## config.mk

```make
export PLATFORM = sky130hd
export DESIGN_NAME = u110_bus_arbiter
export DESIGN_NICKNAME = d
export VERILOG_FILES = /design/src/rtl/u110_bus_arbiter.sv
export SDC_FILE = /design/constraint.sdc
export NUM_CORES = 1
export LEC_CHECK = 0
export CORE_MARGIN = 8
export CORE_UTILIZATION = 55
export DETAILED_ROUTE_END_ITERATION = 8
export PLACE_DENSITY = 0.78
export SLEW_MARGIN = 30
export SYNTH_ARGS = -nofsm -noshare
export SYNTH_HDL_FRONTEND = slang
export SYNTH_SLANG_ARGS = --single-unit
```

## constraint.sdc

```tcl
create_clock -name CLK40 -period 2.4 [get_ports CLK40]
set_input_delay 0.48 -clock CLK40 [delete_from_list [all_inputs] [get_ports CLK40]]
set_output_delay 0.48 -clock CLK40 [all_outputs]
set_load 0.01 [all_outputs]
```

## src/rtl/u110_bus_arbiter.sv

```systemverilog
// u110_bus_arbiter
//   Local-bus arbiter for the U110 68040 bus. The CPU is the parked default
//   master (BGn/BBn handshake). Up to four alternate masters request with
//   REQn[k] and are granted with GNTn[k], served round-robin.
//
// Ports
//   CLK40        in   system clock, rising edge
//   RESETn       in   asynchronous active-low reset
//   BRn          in   CPU bus request, active-low
//   BBn          in   bus busy, active-low (high = idle)
//   REQn[NREQ]   in   alternate-master requests, active-low
//   BGn          out  CPU bus grant, active-low
//   GNTn[NREQ]   out  alternate-master grants, active-low, at most one low
//   OWNER[3]     out  current grantee: 0 = CPU, k+1 = REQn[k]
//   ARB_TIMEOUT  out  one-cycle pulse when a grant is revoked for a missed BBn
//
// state   | meaning
// CPU_OWN | CPU parked/owning, BGn low
// CPU_REL | BGn withdrawn, waiting for the CPU to release BBn
// ALT_GNT | alternate master granted, waiting for it to assert BBn
// ALT_OWN | alternate master owns the bus
// ALT_REL | grant withdrawn, waiting for the master to release BBn
module u110_bus_arbiter #(
  parameter int NREQ          = 2,
  parameter int GRANT_TIMEOUT = 16,
  parameter int MAX_TENURE    = 64
) (
  input  logic            CLK40,
  input  logic            RESETn,
  input  logic            BRn,
  input  logic            BBn,
  input  logic [NREQ-1:0] REQn,
  output logic            BGn,
  output logic [NREQ-1:0] GNTn,
  output logic [2:0]      OWNER,
  output logic            ARB_TIMEOUT
);

  typedef enum logic [2:0] {CPU_OWN, CPU_REL, ALT_GNT, ALT_OWN, ALT_REL} state_t;

  localparam int CNT_MAX = (GRANT_TIMEOUT > MAX_TENURE) ? GRANT_TIMEOUT : MAX_TENURE;
  localparam int CW      = $clog2(CNT_MAX + 1);
  localparam logic [CW-1:0] GT_LAST  = CW'(GRANT_TIMEOUT - 1);
  localparam logic [CW-1:0] TEN_LAST = CW'(MAX_TENURE - 1);
  localparam logic [CW-1:0] TEN_SAT  = CW'(MAX_TENURE);
  localparam logic [NREQ-1:0] ALL_OFF = {NREQ{1'b1}};

  state_t          state_q, state_d;
  logic            bgn_q, bgn_d;
  logic [NREQ-1:0] gntn_q, gntn_d;
  logic [2:0]      owner_q, owner_d;
  logic            arb_timeout_q, arb_timeout_d;
  logic [1:0]      rr_q, rr_d;
  logic [1:0]      win_q, win_d;
  logic [CW-1:0]   cnt_q, cnt_d;

  logic            any_req;
  logic            arb_found;
  logic [1:0]      arb_win;
  logic [NREQ-1:0] arb_onehot;
  logic            hi_found;
  logic [1:0]      hi_win;
  logic [1:0]      lo_win;
  logic            own_rel;
  logic            other_req;

  // Round-robin pick: the lowest requester at or above rr_q wins, otherwise
  // the lowest requester overall (the wrap-around). The descending loop lets
  // the last assignment be the lowest index.
  always_comb begin
    any_req   = 1'b0;
    hi_found  = 1'b0;
    hi_win    = 2'd0;
    lo_win    = 2'd0;
    own_rel   = 1'b1;
    other_req = 1'b0;
    for (int i = NREQ - 1; i >= 0; i--) begin
      if (!REQn[i]) begin
        any_req = 1'b1;
        lo_win  = 2'(i);
        if (2'(i) >= rr_q) begin
          hi_found = 1'b1;
          hi_win   = 2'(i);
        end
        if (2'(i) != win_q) other_req = 1'b1;
      end
      if (2'(i) == win_q) own_rel = REQn[i];
    end
    arb_found = any_req;
    arb_win   = hi_found ? hi_win : lo_win;
    for (int i = 0; i < NREQ; i++) begin
      arb_onehot[i] = (2'(i) == arb_win);
    end
  end

  always_ff @(posedge CLK40 or negedge RESETn) begin
    if (!RESETn) begin
      state_q       <= CPU_OWN;
      bgn_q         <= 1'b0;
      gntn_q        <= ALL_OFF;
      owner_q       <= 3'd0;
      arb_timeout_q <= 1'b0;
      rr_q          <= 2'd0;
      win_q         <= 2'd0;
      cnt_q         <= '0;
    end else begin
      state_q       <= state_d;
      bgn_q         <= bgn_d;
      gntn_q        <= gntn_d;
      owner_q       <= owner_d;
      arb_timeout_q <= arb_timeout_d;
      rr_q          <= rr_d;
      win_q         <= win_d;
      cnt_q         <= cnt_d;
    end
  end

  always_comb begin
    state_d       = state_q;
    bgn_d         = bgn_q;
    gntn_d        = gntn_q;
    owner_d       = owner_q;
    arb_timeout_d = 1'b0;
    rr_d          = rr_q;
    win_d         = win_q;
    cnt_d         = cnt_q;
    case (state_q)
      CPU_OWN: begin
        if (any_req) begin
          bgn_d   = 1'b1;
          state_d = CPU_REL;
        end
      end
      CPU_REL, ALT_REL: begin
        // Grants are only issued once BBn is seen idle.
        if (BBn) begin
          if (!arb_found || (state_q == ALT_REL && !BRn)) begin
            bgn_d   = 1'b0;
            owner_d = 3'd0;
            state_d = CPU_OWN;
          end else begin
            gntn_d  = ~arb_onehot;
            owner_d = 3'(arb_win) + 3'd1;
            rr_d    = (arb_win == 2'(NREQ - 1)) ? 2'd0 : arb_win + 2'd1;
            win_d   = arb_win;
            cnt_d   = '0;
            state_d = ALT_GNT;
          end
        end
      end
      ALT_GNT: begin
        // Timeout outranks a withdrawn request so the pulse is never lost.
        if (!BBn) begin
          cnt_d   = '0;
          state_d = ALT_OWN;
        end else if (cnt_q >= GT_LAST) begin
          gntn_d        = ALL_OFF;
          arb_timeout_d = 1'b1;
          state_d       = ALT_REL;
        end else if (own_rel) begin
          gntn_d  = ALL_OFF;
          state_d = ALT_REL;
        end else begin
          cnt_d = cnt_q + 1'b1;
        end
      end
      ALT_OWN: begin
        if (cnt_q != TEN_SAT) cnt_d = cnt_q + 1'b1;
        if (own_rel || (cnt_q >= TEN_LAST && (!BRn || other_req))) begin
          gntn_d  = ALL_OFF;
          state_d = ALT_REL;
        end
      end
      default: begin
        state_d = CPU_OWN;
        bgn_d   = 1'b0;
        gntn_d  = ALL_OFF;
        owner_d = 3'd0;
      end
    endcase
  end

  always_comb begin
    BGn         = bgn_q;
    GNTn        = gntn_q;
    OWNER       = owner_q;
    ARB_TIMEOUT = arb_timeout_q;
  end

endmodule

```

Word level (Yosys, flattened, before mapping)
Cells that the tools add are included.
{"block": "word_totals", "register_bits": 21, "in_bits": 6, "out_inout_bits": 7, "elab_cells": 113}
{"block": "op_classes", "n_addsub": 3, "n_lt_le_gt_ge": 4, "eq_ne": 20, "muxes": 52, "n_bitwise": 5, "n_reduce_logical": 21}
{"operator": "$mux W7", "n": 6}
{"operator": "$mux W2", "n": 12}
{"operator": "$mux W3", "n": 8}
{"operator": "$mux W1", "n": 21}
{"operator": "$pmux W7 S3", "n": 1}
{"operator": "$ne A2 B2 Y1 const B", "n": 7}
{"operator": "$pmux W3 S4", "n": 1}
{"operator": "$reduce_and A6 Y1", "n": 2}
{"operator": "$ne A3 B3 Y1 const B", "n": 3}
{"operator": "$pmux W2 S4", "n": 1}
{"operator": "$reduce_and A4 Y1", "n": 2}
{"operator": "$add A7 B1 Y7 const B", "n": 1}
{"operator": "$ge A7 B4 Y1 const B", "n": 1}
{"operator": "$ge A7 B6 Y1 const B", "n": 1}
{"operator": "$ne A7 B7 Y1 const B", "n": 1}
{"operator": "$eq A3 B2 Y1 const B", "n": 2}
{"operator": "$pmux W3 S2", "n": 1}
{"operator": "$eq A1 B2 Y1 const A", "n": 2}
{"operator": "$ge A1 B2 Y1 const A", "n": 2}
{"operator": "$logic_not A2 Y1", "n": 2}
{"operator": "$ne A4 B4 Y1 const B", "n": 1}
{"operator": "$not A1 Y1", "n": 4}
{"operator": "$reduce_or A2 Y1", "n": 2}
{"operator": "$add A2 B1 Y3 const B", "n": 1}
{"operator": "16 further kinds", "n": 20}

Longest topological paths before layout
Gate-level depths: netlist of the first run.
{"block": "depth", "depth_word": 11, "depth_mapped": 7, "ltp_nobuf": 7}

Least setup slack after synthesis of the first run
OpenSTA, ideal clock, no wires.
{"block": "synth_path", "kind": "reg2reg", "startpoint": "register cnt_q[0]", "endpoint": "register cnt_q[4]", "setup_ps": 66, "arrival_ps": 2004, "required_ps": 2334, "slack_ps": 330, "stages_incl_launch_ff": 7, "path_buffers": 0, "synth_period_minus_slack_ps": 2070, "cell_sequence": "dfrtp_1 ha_1 and3_1 o41ai_4 o2111ai_2 or4_1 nand2_1"}
{"block": "synth_between", "elab_chain_cells": 5, "elab_cells_between_ends": 11, "classes_between": "1 x add/sub; 1 x order compare; 3 x eq/ne; 5 x mux; 1 x reduce/logical"}
{"element": "start, declared", "line": "55", "source": "logic [CW-1:0] cnt_q, cnt_d;"}
{"element": "start signal, assigned", "line": "114", "source": "cnt_q <= cnt_d;"}
{"element": "$add A7 B1 Y7", "line": "164, 168"}
{"element": "$mux W7", "line": "160", "source": "end else if (own_rel) begin"}
{"element": "$mux W7", "line": "156", "source": "end else if (cnt_q >= GT_LAST) begin"}
{"element": "$mux W7", "line": "153", "source": "if (!BBn) begin"}
{"element": "$pmux W7 S3", "line": "127", "source": "case (state_q)"}
Parallel ways exist; a longest one is shown, timed or not. The select of a mux whose other input is x is not followed.
A chain may end at the register's enable or synchronous reset.

Final worst setup path of the first run
Same ends and word-level chain as after synthesis.

==> flow_summary.yaml, run 1 <==
logic_synthesis:
  synth-compound-area-share_pct: 27.54
  async_flop_share_pct: 100.0
  ys_seq_area_share_pct: 37.47
  synthAdderAreaFrac_pct: 2.899
  synth_edf_count: 0
  synth.area.mux_share_pct: 2.692
  post_synth_num_cell_types: 50
  synth_top_family_by_area: "compound AO/OA/AOI/OAI gates"
  ys_ff_latch: 18
  synthesis.nets: 144
  postSynthAreaPerCell_um2: 8.887
  synthFlopType: "dfrtp_1"
  netlist_area_um2: 1209
  synthCells: 136
  ys_warn_count: 0
  synthSimpleGateAreaFrac_pct: 23.29
  synth_xor_area_share_pct: 0.7246
critical_path:
  cp.required_ps: 2650
  path_class: "register to register"
  worst_setup_path_start_kind: "register"
  cpMaxStageDelayCell: "or4_1"
  crit_arrival_ps: 2520
  critPathMaxFanout: 5
  cp-end-kind: "register"
  path_cells: "ha_1 > and3_1 > o41ai_4 > o2111ai_2 > or4_1 > nand2_1"
  cpPeakStageDelay_ps: 500
detailed_routing:
  viasPerCell: 6.167
  drt_iter0_markers: 42
  ant_nets: 0
  finalWirelength_mm: 2.733
  drcViolationCount: 0
  avgRoutedWirePerCell_um: 15.18
  via_count: 1110
  dr.pass1.iters: 4
floorplanning:
  fp.dieArea_um2: 3954
  core-area_um2: 2148
  ioPinCount: 13
  die_h_um: 62.88
  num_rows: 17
  fp.dieW_um: 62.88
  initial_core_util_pct: 56.26
cts:
  insertion_delay_ps: 310
  clock-root-buffer: "clkbuf_4"
  cts.sinks: 18
  cts.path.max_buffers: 2
  cts_buffers: 3
  path_clk_slew_ps: 110
  cts_tree: "built"
  h-tree-depth: 1
  post_cts_resized: 0
place:
  place_hpwl_mm: 2.046
  place_area_um2: 1383
  gp_congestion: 0.9476
  io_buffer_count: 11
  dp_slack_ps: -60.05
sta:
  finalSetupViolCount: 0
  max_freq_mhz: 440.2
  fin_crit_ps: 2272
  rsz0062_at_grt: "false"
  finalHoldViolCount: 0
  min_period_over_period_pct: 94.65
  slew_violations: 0
  relSlewSlack_pct: 59.73
  skew_ps: 2.303
  fin_hold_ws_ps: 484.2
  setup_ws_ps: 128.4
  tightest_slew_ps: 597.7
grt:
  grt_overflow: 0
  met1_usage_pct: 20.10
  grtUsageMet3_pct: 3.405
  met2_usage_pct: 21.38
  grt_pass1_wl_mm: 4.961
  antenna_found_initial: 0
  grt.total_usage_pct: 14.87
  first_global_vias: 1062
  grt.busiest_layer: "met2"
  grt_max_degree: 19
flow_run:
  maxCapViolations: 0
worst_hold_path:
  hold_class: "register to register"
outcome:
  status: "completed"
finish:
  drive_above_1_share_pct: 17.11
  diodes: 0
  layout.nets: 161
  fin_area_um2: 1426
  syn_to_final_growth_pct: 18.01
  fin_util_pct: 66.39
power:
  power.total_mw: 1.366
  vdd_drop_max_v: 0.0005610
  p_leak_nw: 0.6315
  p_per_area_nw_per_um2: 958.0
==> cells in the final DEF, fill, tap and decap left out, types with 2 or more instances in the layout <==
| cell type | count |
|---|---|
| a211oi_1 | 2 |
| a21o_1 | 4 |
| a21oi_1 | 7 |
| a31o_2 | 2 |
| a31oi_1 | 4 |
| and3_1 | 6 |
| buf_4 | 10 |
| clkbuf_4 | 3 |
| clkdlybuf4s50_1 | 11 |
| dfrtp_1 | 16 |
| dfstp_2 | 2 |
| ha_1 | 2 |
| inv_1 | 6 |
| mux2_2 | 2 |
| nand2_1 | 10 |
| nand2b_1 | 2 |
| nand3_1 | 4 |
| nand4_1 | 2 |
| nor2_1 | 7 |
| nor2b_1 | 2 |
| nor3_1 | 5 |
| o21ai_0 | 10 |
| o22ai_1 | 2 |
| o31ai_1 | 2 |
| or3_1 | 2 |
| or4_1 | 2 |
==> cell type report <==
type / instances / area, um^2
clock buffers: 4 / 36.28
fillers: 183 / 721.9
inverters: 6 / 22.52
multi-input cells: 103 / 694.4
flip-flops and latches: 18 / 452.9
well taps: 28 / 35.03
repair buffers: 21 / 185.2
==> what timing repair did <==
item | in CTS | in global routing
hold buffers | 0 | 0
buffers inserted | 0 | 1
setup endpoints to repair | 0 | 1
==> synthesized netlist by cell type (all sizes together) (3+ instances only) <==
cell type / number / area, um^2
a21o: 4 / 30.03
inv: 6 / 22.52
a21oi: 7 / 35.03
dfrtp: 16 / 400.4
nor2: 7 / 26.28
nand3: 4 / 20.02
a31oi: 4 / 25.02
and3: 6 / 37.54
nand2: 10 / 37.54
o21ai: 10 / 50.05
nor3: 5 / 25.02
clkbuf: 7 / 26.28
or3: 3 / 23.77
==> critical path: cells and delay by family (launching register included) <==
family                   cells  cell delay [ps]
adder cells (fa/ha/maj)      1              280
AND/OR/NAND/NOR              3              870
AO/OA/AOI/OAI                2              640
flip-flops                   1              440
==> sequential cells by signal, indices dropped and copies added, names as in the netlist <==
| name | count |
|---|---|
| BGn | 1 |
| win_q | 1 |
| GNTn | 2 |
| ARB_TIMEOUT | 1 |
| OWNER | 2 |
| cnt_q | 7 |
| rr_q | 1 |
| state_q | 3 |
==> worst paths after layout <==
check                                     start                endpoint  slack, ps  cells past startpoint
setup reg to reg           cnt_q[0]$_DFFE_PN0P_    cnt_q[4]$_DFFE_PN0P_        130                      6
max in group asynchronous                RESETn     GNTn[0]$_DFFE_PN1P_       1660                      2
min in group asynchronous                RESETn  state_q[1]$_DFFE_PN0P_        490                      2
setup / recovery           cnt_q[0]$_DFFE_PN0P_    cnt_q[4]$_DFFE_PN0P_        130                      6
hold / removal             OWNER[1]$_DFFE_PN0P_    OWNER[1]$_DFFE_PN0P_        480                      1
hold reg to reg            OWNER[1]$_DFFE_PN0P_    OWNER[1]$_DFFE_PN0P_        480                      1
==> per-stage QoR <==
step                      setup TNS (ps)  instances
after floorplan                        0        136
after global placement            -1.169        175
after detailed placement          -60.05        175
after CTS                              0        179
after global routing                   0        180
final                                  0        180
==> cell families (layout without fill, tap and decap cells) <==
logic type,Yosys count,after routing
AND/OR/NAND/NOR,50,50
adder cells (fa/ha/maj),3,3
flip-flops,18,18
other,1,1
XOR/XNOR,1,1
AO/OA/AOI/OAI,45,45
buffers and inverters,15,31
multiplexers,3,3
==> per-layer routing <==
layer | share of wire (%) | vias to the layer above | wire [um]
li1 | - | 540 | -
met1 | 50 | 535 | 1358
met2 | 44 | 30 | 1202
met3 | 4.7 | 5 | 129
met4 | 1.5 | 0 | 42
met5 | 0 | - | 0
==> power breakdown <==
part           internal [mW]  switching, mW
Clock                 0.0927          0.104
Sequential             0.387         0.0895
Combinational          0.337          0.356
Total                  0.817          0.549
(Power assumes the default switching activity.)
==> inputs of run 2 (changes only) <==
--- a/config.mk
+++ b/config.mk
@@ -7,6 +7,7 @@
 export LEC_CHECK = 0
 export CORE_MARGIN = 8
 export CORE_UTILIZATION = 55
+export CTS_CLUSTER_DIAMETER = 60
 export DETAILED_ROUTE_END_ITERATION = 8
 export PLACE_DENSITY = 0.78
 export SLEW_MARGIN = 30
==> results of run 2 <==
Same layout as run 1: the final DEF is identical, and so are final timing and power.
==> inputs of run 3 (changes only) <==
--- a/config.mk
+++ b/config.mk
@@ -5,6 +5,7 @@
 export SDC_FILE = /design/constraint.sdc
 export NUM_CORES = 1
 export LEC_CHECK = 0
+export ABC_CLOCK_PERIOD_IN_PS = 2400
 export CORE_MARGIN = 8
 export CORE_UTILIZATION = 55
 export CTS_CLUSTER_DIAMETER = 60
==> results of run 3 <==
Same layout as run 1: the final DEF is identical, and so are final timing and power.
